## src/rtl/ex_muldiv_unit.sv

```systemverilog
// ---------------------------------------------------------------------------
// ex_muldiv_unit
//
// Iterative multiply/divide unit for the EX stage. Runs MULTU/MULT/DIVU/DIV
// on a radix-2 datapath, one bit per cycle for NBITS cycles, and keeps the
// results in the architectural HI/LO registers. MTHI/MTLO write those
// registers directly while the unit is idle. Busy goes to the hazard unit so
// it can stall MFHI/MFLO and any new mul/div until the result is available.
//
// Ports
//   i_clk      clock, rising-edge
//   i_rst_n    asynchronous active-low reset
//   i_start    start request, sampled only in IDLE
//   i_op       00 MULTU, 01 MULT, 10 DIVU, 11 DIV
//   i_opA      multiplicand / dividend (rs); also MTHI/MTLO data
//   i_opB      multiplier / divisor
//   i_flush    abort the operation in flight
//   i_hi_we    MTHI write enable (IDLE only)
//   i_lo_we    MTLO write enable (IDLE only)
//   o_busy     high in BUSY and DONE
//   o_done     one-cycle completion pulse; o_hi/o_lo carry the result then
//   o_hi       HI register
//   o_lo       LO register
// ---------------------------------------------------------------------------
module ex_muldiv_unit #(
    parameter int NBITS = 32,
    parameter int CNTW  = 6
) (
    input  logic             i_clk,
    input  logic             i_rst_n,
    input  logic             i_start,
    input  logic [1:0]       i_op,
    input  logic [NBITS-1:0] i_opA,
    input  logic [NBITS-1:0] i_opB,
    input  logic             i_flush,
    input  logic             i_hi_we,
    input  logic             i_lo_we,
    output logic             o_busy,
    output logic             o_done,
    output logic [NBITS-1:0] o_hi,
    output logic [NBITS-1:0] o_lo
);

    typedef enum logic [1:0] {
        ST_IDLE = 2'd0,
        ST_BUSY = 2'd1,
        ST_DONE = 2'd2
    } state_t;

    localparam logic [NBITS-1:0]   ONE_N    = NBITS'(1);
    localparam logic [2*NBITS-1:0] ONE_2N   = (2*NBITS)'(1);
    localparam logic [CNTW-1:0]    CNT_LAST = CNTW'(NBITS - 1);
    localparam logic [CNTW-1:0]    CNT_ONE  = CNTW'(1);

    state_t             state_q, state_d;
    logic [1:0]         op_q, op_d;
    logic [NBITS-1:0]   opb_q, opb_d;         // |B|
    logic [NBITS-1:0]   dvd_raw_q, dvd_raw_d; // A as given, for divide-by-zero HI
    logic               neg_res_q, neg_res_d; // product / quotient sign
    logic               neg_rem_q, neg_rem_d; // remainder sign (dividend sign)
    logic [NBITS-1:0]   acc_hi_q, acc_hi_d;   // product high half / remainder
    logic [NBITS-1:0]   acc_lo_q, acc_lo_d;   // multiplier-product low / dividend-quotient
    logic [CNTW-1:0]    cnt_q, cnt_d;
    logic [NBITS-1:0]   hi_q, hi_d;
    logic [NBITS-1:0]   lo_q, lo_d;

    // ---------------------------------------------------------------------
    // Operand conditioning at start: signed ops work on magnitudes and
    // remember the signs for the final correction.
    // ---------------------------------------------------------------------
    logic             a_neg, b_neg;
    logic [NBITS-1:0] a_mag, b_mag;

    always_comb begin
        a_neg = i_op[0] & i_opA[NBITS-1];
        b_neg = i_op[0] & i_opB[NBITS-1];
        a_mag = a_neg ? (~i_opA + ONE_N) : i_opA;
        b_mag = b_neg ? (~i_opB + ONE_N) : i_opB;
    end

    // ---------------------------------------------------------------------
    // Multiply step: acc_lo holds the remaining multiplier bits; each cycle
    // the multiplicand is conditionally added into the high half and the
    // whole {hi,lo} pair shifts right by one.
    // ---------------------------------------------------------------------
    logic [NBITS:0]   mul_sum;
    logic [NBITS-1:0] mul_hi_nxt, mul_lo_nxt;

    always_comb begin
        mul_sum    = {1'b0, acc_hi_q} + (acc_lo_q[0] ? {1'b0, opb_q} : {(NBITS+1){1'b0}});
        mul_hi_nxt = mul_sum[NBITS:1];
        mul_lo_nxt = {mul_sum[0], acc_lo_q[NBITS-1:1]};
    end

    // ---------------------------------------------------------------------
    // Restoring divide step: shift the next dividend bit into the partial
    // remainder, subtract the divisor when it fits, shift the quotient bit
    // in at the bottom of acc_lo. The partial remainder is always below the
    // divisor, so the trial value needs one extra bit and the difference
    // always fits back into NBITS.
    // ---------------------------------------------------------------------
    logic [NBITS:0]   div_shift;
    logic             div_ok;
    logic [NBITS-1:0] div_sub;
    logic [NBITS-1:0] div_hi_nxt, div_lo_nxt;

    always_comb begin
        div_shift  = {acc_hi_q, acc_lo_q[NBITS-1]};
        div_ok     = (div_shift >= {1'b0, opb_q});
        div_sub    = div_shift[NBITS-1:0] - opb_q;
        div_hi_nxt = div_ok ? div_sub : div_shift[NBITS-1:0];
        div_lo_nxt = {acc_lo_q[NBITS-2:0], div_ok};
    end

    // ---------------------------------------------------------------------
    // Final result with sign correction, valid while in DONE.
    // Divide by zero bypasses correction: LO all ones, HI = original A.
    // The most-negative / -1 case needs no special handling: the magnitude
    // quotient 2**(NBITS-1) is already the right bit pattern.
    // ---------------------------------------------------------------------
    logic [2*NBITS-1:0] prod, prod_neg;
    logic [NBITS-1:0]   res_hi, res_lo;

    always_comb begin
        prod     = {acc_hi_q, acc_lo_q};
        prod_neg = ~prod + ONE_2N;
        res_hi   = acc_hi_q;
        res_lo   = acc_lo_q;
        if (!op_q[1]) begin
            if (neg_res_q) begin
                res_hi = prod_neg[2*NBITS-1:NBITS];
                res_lo = prod_neg[NBITS-1:0];
            end
        end else if (opb_q == '0) begin
            res_hi = dvd_raw_q;
            res_lo = '1;
        end else begin
            if (neg_res_q) res_lo = ~acc_lo_q + ONE_N;
            if (neg_rem_q) res_hi = ~acc_hi_q + ONE_N;
        end
    end

    // ---------------------------------------------------------------------
    // Next-state logic
    // ---------------------------------------------------------------------
    always_comb begin
        state_d   = state_q;
        op_d      = op_q;
        opb_d     = opb_q;
        dvd_raw_d = dvd_raw_q;
        neg_res_d = neg_res_q;
        neg_rem_d = neg_rem_q;
        acc_hi_d  = acc_hi_q;
        acc_lo_d  = acc_lo_q;
        cnt_d     = cnt_q;
        hi_d      = hi_q;
        lo_d      = lo_q;

        unique case (state_q)
            ST_IDLE: begin
                // A same-cycle MTHI/MTLO still lands; a started op overwrites it at DONE.
                if (i_hi_we) hi_d = i_opA;
                if (i_lo_we) lo_d = i_opA;
                if (i_start && !i_flush) begin
                    state_d   = ST_BUSY;
                    op_d      = i_op;
                    opb_d     = b_mag;
                    dvd_raw_d = i_opA;
                    neg_res_d = a_neg ^ b_neg;
                    neg_rem_d = a_neg;
                    acc_hi_d  = '0;
                    acc_lo_d  = a_mag;
                    cnt_d     = '0;
                end
            end
            ST_BUSY: begin
                if (i_flush) begin
                    state_d = ST_IDLE;
                end else begin
                    if (op_q[1]) begin
                        acc_hi_d = div_hi_nxt;
                        acc_lo_d = div_lo_nxt;
                    end else begin
                        acc_hi_d = mul_hi_nxt;
                        acc_lo_d = mul_lo_nxt;
                    end
                    if (cnt_q == CNT_LAST) begin
                        state_d = ST_DONE;
                    end else begin
                        cnt_d = cnt_q + CNT_ONE;
                    end
                end
            end
            ST_DONE: begin
                state_d = ST_IDLE;
                if (!i_flush) begin
                    hi_d = res_hi;
                    lo_d = res_lo;
                end
            end
            default: state_d = ST_IDLE;
        endcase
    end

    // ---------------------------------------------------------------------
    // State registers
    // ---------------------------------------------------------------------
    always_ff @(posedge i_clk or negedge i_rst_n) begin
        if (!i_rst_n) begin
            state_q   <= ST_IDLE;
            op_q      <= '0;
            opb_q     <= '0;
            dvd_raw_q <= '0;
            neg_res_q <= 1'b0;
            neg_rem_q <= 1'b0;
            acc_hi_q  <= '0;
            acc_lo_q  <= '0;
            cnt_q     <= '0;
            hi_q      <= '0;
            lo_q      <= '0;
        end else begin
            state_q   <= state_d;
            op_q      <= op_d;
            opb_q     <= opb_d;
            dvd_raw_q <= dvd_raw_d;
            neg_res_q <= neg_res_d;
            neg_rem_q <= neg_rem_d;
            acc_hi_q  <= acc_hi_d;
            acc_lo_q  <= acc_lo_d;
            cnt_q     <= cnt_d;
            hi_q      <= hi_d;
            lo_q      <= lo_d;
        end
    end

    // ---------------------------------------------------------------------
    // Outputs. In the DONE cycle HI/LO are shown straight from the
    // correction logic so the result is visible alongside o_done; a flush
    // in that cycle suppresses both the pulse and the result.
    // ---------------------------------------------------------------------
    always_comb begin
        o_busy = (state_q != ST_IDLE);
        o_done = (state_q == ST_DONE) && !i_flush;
        o_hi   = o_done ? res_hi : hi_q;
        o_lo   = o_done ? res_lo : lo_q;
    end

endmodule

```

## config.mk

```make
export PLATFORM = sky130hd
export DESIGN_NAME = ex_muldiv_unit
export DESIGN_NICKNAME = d
export VERILOG_FILES = /design/src/rtl/ex_muldiv_unit.sv
export SDC_FILE = /design/constraint.sdc
export NUM_CORES = 1
export LEC_CHECK = 0
export ABC_AREA = 1
export CORE_MARGIN = 10
export CORE_UTILIZATION = 35
export DETAILED_ROUTE_END_ITERATION = 6
export GPL_ROUTABILITY_DRIVEN = 0
export PLACE_DENSITY = 0.63
export SYNTH_ARGS = -nofsm -noshare
export SYNTH_HDL_FRONTEND = slang
export SYNTH_SLANG_ARGS = --single-unit
```

## constraint.sdc

```tcl
create_clock -name i_clk -period 2.95 [get_ports i_clk]
set_input_delay 0.59 -clock i_clk [delete_from_list [all_inputs] [get_ports i_clk]]
set_output_delay 0.59 -clock i_clk [all_outputs]
set_load 0.05 [all_outputs]
```

==> run summary <==
Outcome - finished, violations left
Failing checks - DRC, hold timing, setup timing
Cell Pwr Density - 862 nW/um^2
Core Util, Final - 48.8%
Vias/cell - 5.46
Largest family of logic cells by synthesized area - simple AND/OR/NAND/NOR gates
Vias in the first global route - 22.8k
CTS tree - yes
Root buffer cell - clkbuf_16
Crit path time final - 3.42 ns
Slew @ Worst Pin - 1.05 ns
Crit path DAT - 2.83 ns
Synth Area in XOR/XNOR - 3.00%
Rel. slew slack - 29.9%
DP HPWL - 68.0 mm
# clock sinks - 203
Area leader, netlist - dfrtp_1
Highest clock rate - 292 MHz
Setup Total Neg Slack - -20.70 ns
Iteration-0 DRC Markers - 3,311
Synth unique cells - 50
Mean Syn Cell Area - 5.82 sq um
Top-area cell type share of the netlist area - 25.6%
Area after DPL - 24,200 sq um
Port bufs - 137
# placed instances - 4,416
Worst vdd ir - 0.000504 V
Post-synthesis mux area share - 0%
H-tree levels - 1
CP startpoint kind - register
Min-Delay Path Class - primary input to asynchronous set/reset pin
GRT overflow - 0
Period utilisation layout - 116%
Cts hold-fix bufs - 0
Synth Flop Type - dfrtp_1
Worst setup path startpoint - acc_lo_q[1]
Async SR Flop Fraction - 100%
Commonest non-fill, non-tap cell in the layout - nand2_1
DR WL/cell - 19.9 um
First-pass GRT wire length - 135 mm
Warnings, synthesis - 0
Register bit total from synthesis - 203
Final hold viol count - 2
Post-Synthesis Cells - 3,410
Adder-cell share of the synthesized area - 4.55%
Post-synth EDFFs - 0
Io pins - 138
RSZ-0062 raised after global routing - true
Worst Path Required - 2.36 ns
DRC viols - 2
FP Rows - 87
Seq/Total Area, Yosys - 25.6%
Initial Util - 35.2%
Simple-gate share of the synthesized area - 43.4%
R2R Path Start - acc_hi_q[19]
Die Y - 258 um
Die ar. - 66,600 sq um
Synth Area in Compound Gates - 13.9%
Most frequent cells in the layout - nand2_1, inv_1, buf_4, nor2_1, nand3_1
Clock-pin slew on the worst setup and hold paths - 0.06 ns
Post-route ant nets - 0
Setup Skew - 0.0293 ns
Largest net degree at the start of global routing - 108
Pleak - 13.5 nW
Crit Path Category - register to output pin
CTS buffer count - 25
CP Capture Type - output pin
Fin Hold WS - -0.00404 ns
Final non-filler cell total - 4,555
Via count - 24.9k
Synth-to-Final Area Change - 38.5%
Worst skew pair latency - 0.59 ns
Register area - 5130 sq um
Max-Cap Viols - 0
Final nets - 3,922
GR Util All Layers - 25.8%
FILL cells - 5,677
# setup viols final - 64
Total power - 23.7 mW
Max clock buf depth - 3
Top post-synthesis cells by area - dfrtp_1, nand2_1, nand3_1, inv_1, nor2_1
Initial antenna violation count - 0
Core area - 56,300 sq um
Setup ws final - -0.471 ns
Area occupied by multi-input gates - 14,300 sq um
Final instance area - 27,500 sq um
Mapped Area - 19,800 sq um
Drt pass-1 iters - 7
Routed WL - 90.5 mm
Slew Limit Fails - 0
Die width - 258 um
Syn Nets - 3,553
Crit path max fanout - 6
Share of cells above drive strength 1 - 22.1%
Dpl ws - -0.106 ns
-- state kept, by name, indices dropped and copies added, names as in the netlist --
| signal | cells |
|---|---|
| acc_hi_q | 32 |
| acc_lo_q | 32 |
| dvd_raw_q | 32 |
| hi_q | 32 |
| lo_q | 32 |
| opb_q | 32 |
| cnt_q | 6 |
| state_q | 2 |
| neg_rem_q | 1 |
| neg_res_q | 1 |
| op_q | 1 |
-- path summary, 6_finish.rpt --
| path | endpoint | slack, ns | cells past startpoint |
|---|---|---|---|
| min | dvd_raw_q[24] | -0.004 | 1 |
| min in group i_clk | hi_q[16] | 0.48 | 2 |
| max reg2reg | acc_hi_q[6] | 0.02 | 14 |
| max | o_hi[6] | -0.47 | 13 |
| min reg2reg | hi_q[16] | 0.48 | 2 |
| max in group asynchronous | acc_lo_q[9] | 2.22 | 2 |
-- where the power goes --
part,switching [mW],internal (mW),total (mW)
sequential,0.914,3.50,4.41
clock,1.44,1.88,3.32
combinational,10.2,5.75,15.9
total,12.6,11.1,23.7
-- Yosys cell counts, types with 20 or more instances --
master / count
buf_2: 28
nand4_1: 67
nand2_1: 1275
inv_1: 351
clkbuf_1: 74
a21oi_1: 179
xor2_1: 56
ha_1: 69
nor2_1: 331
nand3_1: 291
o21ai_1: 20
o21ai_0: 242
dfrtp_1: 203
nor3_1: 30
-- cells by family after synthesis --
family,count (synthesis)
fa+ha+maj,71
flops,203
compound gates,517
buf+inv,484
simple gates,2067
xor+xnor,68
-- cell type report --
type,count,area share (%)
diodes,1,0.00911
clock buffers,38,2.64
clock inverters,8,0.415
inverters,362,4.97
multi-input cells,2724,51.9
flip-flops and latches,203,18.7
well taps,756,3.44
repair buffers,463,17.9
-- worst max-delay path: stages (launching register included) --
cell	delay, ns
dfrtp_1	0.43
inv_2	0.11
ha_4	0.16
nand3_4	0.09
nor2_4	0.27
nand4_1	0.27
nand2_4	0.21
nand2_1	0.07
nand2_1	0.07
nand3_2	0.08
nand2_4	0.15
nand2_2	0.06
nand2_2	0.11
buf_12	0.14
-- timing repair --
item	4_1_cts	5_1_grt
resized for setup	303	184
endpoints found under the hold margin	0	0
pin swaps	75	124
setup endpoints to repair	64	80
setup buffers	52	36
cloned	5	2
-- per-layer routing --
| metal | global-route usage (%) | share of wire, % | vias to the layer above |
|---|---|---|---|
| met5 | 0 | 0 | - |
| met4 | 10.4 | 4.6 | 0 |
| met3 | 6.26 | 11 | 256 |
| met2 | 40.2 | 44 | 1367 |
| met1 | 33.7 | 40 | 11477 |
| li1 | - | - | 11755 |
No activity file was read; power rests on OpenSTA's default activity.
